--- src/rtl/dense_layer_if.sv ---
// Bus bundle for dense_layer: control, RAM read ports and output RAM write port.
// No latency of its own; the activation/weight/bias RAMs answer one cycle after the address.
// No backpressure: the RAMs are fixed-latency and the output RAM always accepts y_we.
interface dense_layer_if;
    logic        start;
    logic [15:0] in_size;
    logic [15:0] out_size;
    logic [15:0] x_addr;
    logic [31:0] x_data;
    logic [15:0] w_addr;
    logic [31:0] w_data;
`ifdef DENSE_BIAS_EN
    logic [15:0] b_addr;
    logic [31:0] b_data;
`endif
    logic        y_we;
    logic [15:0] y_addr;
    logic [31:0] y_data;
    logic        busy;
    logic        done;

`ifdef DENSE_BIAS_EN
    modport slave (
        input  start, in_size, out_size, x_data, w_data, b_data,
        output x_addr, w_addr, b_addr, y_we, y_addr, y_data, busy, done
    );
    modport master (
        output start, in_size, out_size, x_data, w_data, b_data,
        input  x_addr, w_addr, b_addr, y_we, y_addr, y_data, busy, done
    );
`else
    modport slave (
        input  start, in_size, out_size, x_data, w_data,
        output x_addr, w_addr, y_we, y_addr, y_data, busy, done
    );
    modport master (
        output start, in_size, out_size, x_data, w_data,
        input  x_addr, w_addr, y_we, y_addr, y_data, busy, done
    );
`endif
endinterface

--- src/rtl/dense_layer.sv ---
// Fully-connected layer y = sat32((W*x + b<<F) >>> F); optional bias via DENSE_BIAS_EN.
// Latency: done pulses M*(N+2+B)+1 cycles after the start edge (B=1 with bias).
// No backpressure: one MAC per cycle against fixed 1-cycle-latency RAMs; start ignored while busy.
module dense_layer #(
    parameter int FRAC_BITS = 0
) (
    input  logic         clk,
    input  logic         rst_n,
    dense_layer_if.slave bus
);
    localparam logic [2:0] S_IDLE  = 3'd0;
    localparam logic [2:0] S_LOAD  = 3'd1;
`ifdef DENSE_BIAS_EN
    localparam logic [2:0] S_BIAS  = 3'd2;
`endif
    localparam logic [2:0] S_MAC   = 3'd3;
    localparam logic [2:0] S_WRITE = 3'd4;
    localparam logic [2:0] S_FIN   = 3'd5;

    logic [2:0]         state, nxt;
    logic [15:0]        n_q, m_q, i_q, j_q, row_q;
    logic [15:0]        x_addr_q, w_addr_q;
`ifdef DENSE_BIAS_EN
    logic [15:0]        b_addr_q;
    logic signed [63:0] bias_ext;
`endif
    logic signed [63:0] acc, acc_nxt, prod, shifted;
    logic [31:0]        y_sat, y_data_q;
    logic [15:0]        y_addr_q;

    // Full-width signed product of the current activation/weight pair.
    assign prod = $signed({{32{bus.x_data[31]}}, bus.x_data}) *
                  $signed({{32{bus.w_data[31]}}, bus.w_data});
`ifdef DENSE_BIAS_EN
    assign bias_ext = $signed({{32{bus.b_data[31]}}, bus.b_data});
`endif

    // Next-state and next-accumulator decode.
    always_comb begin
        nxt     = state;
        acc_nxt = acc;
        case (state)
            S_IDLE: begin
                if (bus.start) nxt = (bus.out_size == 16'd0) ? S_FIN : S_LOAD;
            end
            S_LOAD: begin
                acc_nxt = '0;
`ifdef DENSE_BIAS_EN
                nxt = S_BIAS;
`else
                nxt = (n_q == 16'd0) ? S_WRITE : S_MAC;
`endif
            end
`ifdef DENSE_BIAS_EN
            S_BIAS: begin
                // Bias is pre-scaled so the final shift leaves it unchanged.
                acc_nxt = bias_ext <<< FRAC_BITS;
                nxt     = (n_q == 16'd0) ? S_WRITE : S_MAC;
            end
`endif
            S_MAC: begin
                acc_nxt = acc + prod;
                if (j_q == n_q - 16'd1) nxt = S_WRITE;
            end
            S_WRITE: nxt = (i_q == m_q - 16'd1) ? S_FIN : S_LOAD;
            S_FIN:   nxt = S_IDLE;
            default: nxt = S_IDLE;
        endcase
    end

    // Floor-shift the finished sum and clamp it to the signed 32-bit range.
    always_comb begin
        shifted = acc_nxt >>> FRAC_BITS;
        if ((&shifted[63:31]) || !(|shifted[63:31])) y_sat = shifted[31:0];
        else y_sat = shifted[63] ? 32'h8000_0000 : 32'h7FFF_FFFF;
    end

    // Sequencer, accumulator, address generators and registered result port.
    always_ff @(posedge clk or negedge rst_n) begin
        if (!rst_n) begin
            state    <= S_IDLE;
            acc      <= '0;
            n_q      <= '0;
            m_q      <= '0;
            i_q      <= '0;
            j_q      <= '0;
            row_q    <= '0;
            x_addr_q <= '0;
            w_addr_q <= '0;
`ifdef DENSE_BIAS_EN
            b_addr_q <= '0;
`endif
            y_data_q <= '0;
            y_addr_q <= '0;
        end else begin
            state <= nxt;
            acc   <= acc_nxt;
            j_q   <= (state == S_MAC) ? j_q + 16'd1 : 16'd0;
            if (state == S_IDLE && bus.start) begin
                n_q   <= bus.in_size;
                m_q   <= bus.out_size;
                i_q   <= '0;
                row_q <= '0;
            end
            if (state == S_WRITE) begin
                i_q   <= i_q + 16'd1;
                row_q <= row_q + n_q;
            end
            // Point the RAMs at the head of the next neuron's row.
            if (nxt == S_LOAD) begin
                x_addr_q <= '0;
                w_addr_q <= (state == S_WRITE) ? row_q + n_q : 16'd0;
`ifdef DENSE_BIAS_EN
                b_addr_q <= (state == S_WRITE) ? i_q + 16'd1 : 16'd0;
`endif
            end
            // Addresses run one ahead of the data they fetch, so advance on entry to MAC too.
            if (nxt == S_MAC) begin
                x_addr_q <= x_addr_q + 16'd1;
                w_addr_q <= w_addr_q + 16'd1;
            end
            if (nxt == S_WRITE) begin
                y_data_q <= y_sat;
                y_addr_q <= i_q;
            end
        end
    end

    assign bus.x_addr = x_addr_q;
    assign bus.w_addr = w_addr_q;
`ifdef DENSE_BIAS_EN
    assign bus.b_addr = b_addr_q;
`endif
    assign bus.y_we   = (state == S_WRITE);
    assign bus.y_addr = y_addr_q;
    assign bus.y_data = y_data_q;
    assign bus.busy   = (state != S_IDLE) && (state != S_FIN);
    assign bus.done   = (state == S_FIN);
endmodule

--- src/flat_wrapper.sv ---
// flat-port wrapper written by rule: the top's interface ports become plain ports
module dense_layer_flat 
#(
    parameter int FRAC_BITS = 0
)
  (clk, rst_n, bus_start, bus_in_size, bus_out_size, bus_x_data, bus_w_data, bus_x_addr, bus_w_addr, bus_y_we, bus_y_addr, bus_y_data, bus_busy, bus_done);
  dense_layer_if bus_i ();
  input  logic clk;
  input  logic rst_n;
  input wire logic [$bits(bus_i.start)-1:0] bus_start;
  input wire logic [$bits(bus_i.in_size)-1:0] bus_in_size;
  input wire logic [$bits(bus_i.out_size)-1:0] bus_out_size;
  input wire logic [$bits(bus_i.x_data)-1:0] bus_x_data;
  input wire logic [$bits(bus_i.w_data)-1:0] bus_w_data;
  output wire logic [$bits(bus_i.x_addr)-1:0] bus_x_addr;
  output wire logic [$bits(bus_i.w_addr)-1:0] bus_w_addr;
  output wire logic [$bits(bus_i.y_we)-1:0] bus_y_we;
  output wire logic [$bits(bus_i.y_addr)-1:0] bus_y_addr;
  output wire logic [$bits(bus_i.y_data)-1:0] bus_y_data;
  output wire logic [$bits(bus_i.busy)-1:0] bus_busy;
  output wire logic [$bits(bus_i.done)-1:0] bus_done;
  assign bus_i.start = bus_start;
  assign bus_i.in_size = bus_in_size;
  assign bus_i.out_size = bus_out_size;
  assign bus_i.x_data = bus_x_data;
  assign bus_i.w_data = bus_w_data;
  assign bus_x_addr = bus_i.x_addr;
  assign bus_w_addr = bus_i.w_addr;
  assign bus_y_we = bus_i.y_we;
  assign bus_y_addr = bus_i.y_addr;
  assign bus_y_data = bus_i.y_data;
  assign bus_busy = bus_i.busy;
  assign bus_done = bus_i.done;
  dense_layer #(.FRAC_BITS(FRAC_BITS)) u_core (.clk(clk), .rst_n(rst_n), .bus(bus_i));
endmodule
--- config.mk ---
export PLATFORM = sky130hd
export DESIGN_NAME = dense_layer_flat
export DESIGN_NICKNAME = d
export VERILOG_FILES = /design/src/rtl/dense_layer_if.sv /design/src/rtl/dense_layer.sv /design/src/flat_wrapper.sv
export SDC_FILE = /design/constraint.sdc
export NUM_CORES = 2
export LEC_CHECK = 0
export CORE_MARGIN = 2
export CORE_UTILIZATION = 55
export DETAILED_ROUTE_END_ITERATION = 8
export PLACE_DENSITY = 0.76
export SYNTH_ARGS = -nofsm -noshare
export SYNTH_HDL_FRONTEND = slang
export SYNTH_SLANG_ARGS = --single-unit
--- constraint.sdc ---
create_clock -name clk -period 8.5 [get_ports clk]
set_clock_uncertainty 0.05 [all_clocks]
set_input_delay 1.7 -clock clk [delete_from_list [all_inputs] [get_ports clk]]
set_output_delay 1.7 -clock clk [all_outputs]
set_load 0.005 [all_outputs]
==> results.ini <==
[outcome]
status = complete, but fails checks
violations = setup timing

[synthesis]
yosysUniqueCellTypes = 99
yosys.area_share.xor_xnor_pct = 2.26
ys_warn_count = 0
avgSynthCellArea_um2 = 9.22
synth_compound_gate_area_share_pct = 6.01
postSynth.asyncResetShare_pct = 100
synth_edf_count = 0
yosysSeqAreaShare_pct = 10.9
yosys-mux-area-fraction_pct = 0.195
synth_cells = 5634
synth_area_um2 = 51900
synth-adder-area-share_pct = 52.5
synth_top_family_by_area = adder cells
synthSimpleGateAreaFrac_pct = 16.7
yosys_most_used_dff = dfrtp_1
syn_nets = 7184
synth-seq-cells = 227

[setup_path]
r2r_setup_slack_ns = -0.08
critical-path-max-stage-delay_ns = 0.58
crit_slowest_cell = fa_1
path_max_fanout = 11
endpoint_kind = register
crit_type = in2reg
cpMostUsedCell = fa_1
required_ns = 8.85
setup.worst_path.start_class = input pin
worstPathArrival_ns = 10.18

[clock_network]
cts_tree = built
clk_pin_slew_worst_paths_ns = 0.07
clk_latency_ns = 0.51
root_buffer = clkbuf_16
clock-sinks = 227
htree_levels = 1
cts_buffers = 23
ctsLongestPathBuffers = 3

[timing]
final-hold-violation-count = 0
fin_crit_sh_pct = 116
period_needed_ns = 9.83
slew_headroom_pct = 24.3
tns_ns = -44.74
finalSetupViolCount = 52
tightest_slew_ns = 1.13
worst_slack_ns = -1.33
slew_violations = 0
fmax_ghz = 0.102
rsz0062_at_grt = true

[die]
dieHeight_um = 311
rows = 112
core-area_um2 = 93500
pin_count = 182
die_x_um = 311
dieArea_um2 = 96900
initial_core_util_pct = 55.6

[drt]
wl_met3_um = 15400
first_pass_iters = 7
maxUsedRoutingLayer = met4
ant_nets = 0
dr_total_vias = 43400
wl_um = 168000
initialDrtViolationCount = 3738
post-route-drc-count = 0
avgViaCountPerCell = 5.72
post_drt_wl_per_cell_um = 22.1
met1_length_um = 59700
dr_wl_met2_um = 78700

[final_layout]
regArea_um2 = 5680
multi_input_area_um2 = 42600
synthToLayoutAreaGrowth_pct = 26.1
num-nets-final = 7873
stdcell_count = 7599
fillCellCount = 6392
final_util_pct = 70.1
drive_gt1_share_pct = 21.1

[global_route]
first_global_vias = 47800
grt_max_degree = 89
grtUsageTotal_pct = 35.2
antenna_found_initial = 6
grt-ovfl-total = 0
grt_pass1_wl_um = 267000

[place]
io_buffers = 181
gp_congestion = 0.941
dp.cells = 7347
dp_hpwl_um = 118000

[hold_path]
hold_path_class = reg2reg

[flow_run]
maxCapViolations = 0

## flip-flops by register name (all words and copies together) (netlist names)
name	cells
u_core.m_q	16
u_core.j_q	16
u_core.acc	64
u_core.i_q	16
u_core.state	3
u_core.bus.w_addr	16
u_core.bus.y_addr	16
u_core.bus.x_addr	16
u_core.n_q	16
u_core.row_q	16
u_core.bus.y_data	32
## layout by cell type, fill, tap and decap left out, types with 20 or more instances in the layout
cell,n
nand3_1,52
nand4_1,41
a21o_1,29
buf_12,97
o22ai_1,32
nor2_1,113
nand2b_1,29
inv_2,71
buf_16,24
and3_1,34
bufbuf_16,21
xnor2_1,79
a21oi_1,67
o21a_1,20
and2_4,36
and2_1,423
nand2_2,28
fa_2,72
dfrtp_1,227
buf_2,20
o21ai_0,79
ha_1,203
xor2_1,55
buf_6,96
ha_4,36
inv_1,1186
fa_1,1139
clkbuf_16,23
buf_4,531
nand2_1,843
clkdlybuf4s50_1,116
buf_8,20
nor3_1,26
nand3_2,30
## through the flow
stage	cell area [µm²]	hold WS, ns	setup slack, ns
6_report	65500	0.435	-1.33
5_1_grt	65500	0.450	-1.50
3_3_place_gp	59600	0.412	-2.22
4_1_cts	64700	0.435	-1.16
2_1_floorplan	52400	0.402	-1.48
3_5_place_dp	59600	0.412	-2.34
## timing repair
| action | in CTS | in global routing |
|---|---|---|
| pin swaps | 233 | 130 |
| hold buffers | 0 | 0 |
| buffers inserted | 141 | 27 |
| gates cloned | 48 | 0 |
| endpoints found under the setup margin | 74 | 67 |
| resized for setup | 729 | 227 |
## worst paths after layout
check / depth (start not counted) / endpoint / from
worst max-delay path: 32 / u_core.bus.y_data[19] / bus_w_data[11]
worst min-delay path: 2 / u_core.bus.y_addr[15] / u_core.bus.y_addr[15]
worst max register to register: 31 / u_core.bus.y_data[19] / u_core.acc[29]
worst min register to register: 2 / u_core.bus.y_addr[15] / u_core.bus.y_addr[15]
max in group asynchronous: 2 / u_core.acc[30] / rst_n
min in group asynchronous: 1 / u_core.bus.y_addr[8] / rst_n
## Yosys cell counts, drive strengths merged (55+ instances only)
cell type,count,area [µm²]
dfrtp,227,5680
xnor2,79,692
ha,240,3000
nand2,882,3310
nor2,128,488
clkbuf,252,967
and2,461,2890
inv,1263,4740
xor2,55,482
fa,1211,24200
nand3,86,440
o21ai,110,554
a21oi,101,513
## kinds of logic after synthesis
group,after synthesis
DFF,227
AOI/OAI and AO/OA,470
muxes,10
xor gates and xnor gates,134
and+or+nand+nor,1800
adders and majority gates,1451
buffers and inverters,1542
## routing by layer
layer / global-route usage (%) / up-vias
li1: - / 18200
met1: 43.3 / 21900
met2: 56.6 / 2504
met3: 7.61 / 836
met4: 22.5 / 0
met5: 0 / -
## critical path: cells and delay by family
family	cells	cell delay (ns)
adder cells (fa/ha/maj)	9	4.30
AND/OR/NAND/NOR	8	1.78
AO/OA/AOI/OAI	6	1.23
buffers and inverters	9	1.14
## layout make-up
| class | count | share of cell area [%] |
|---|---|---|
| flip-flops and latches | 227 | 8.67 |
| inverters | 1263 | 7.27 |
| clock inverters | 13 | 0.254 |
| well taps | 1254 | 2.40 |
| clock buffers | 28 | 0.969 |
| diodes | 6 | 0.0229 |
| multi-input cells | 3865 | 65.0 |
| repair buffers | 943 | 15.4 |
Power is not shown: default switching activity piles up to over one toggle a cycle in this logic, so the estimate is an artifact.
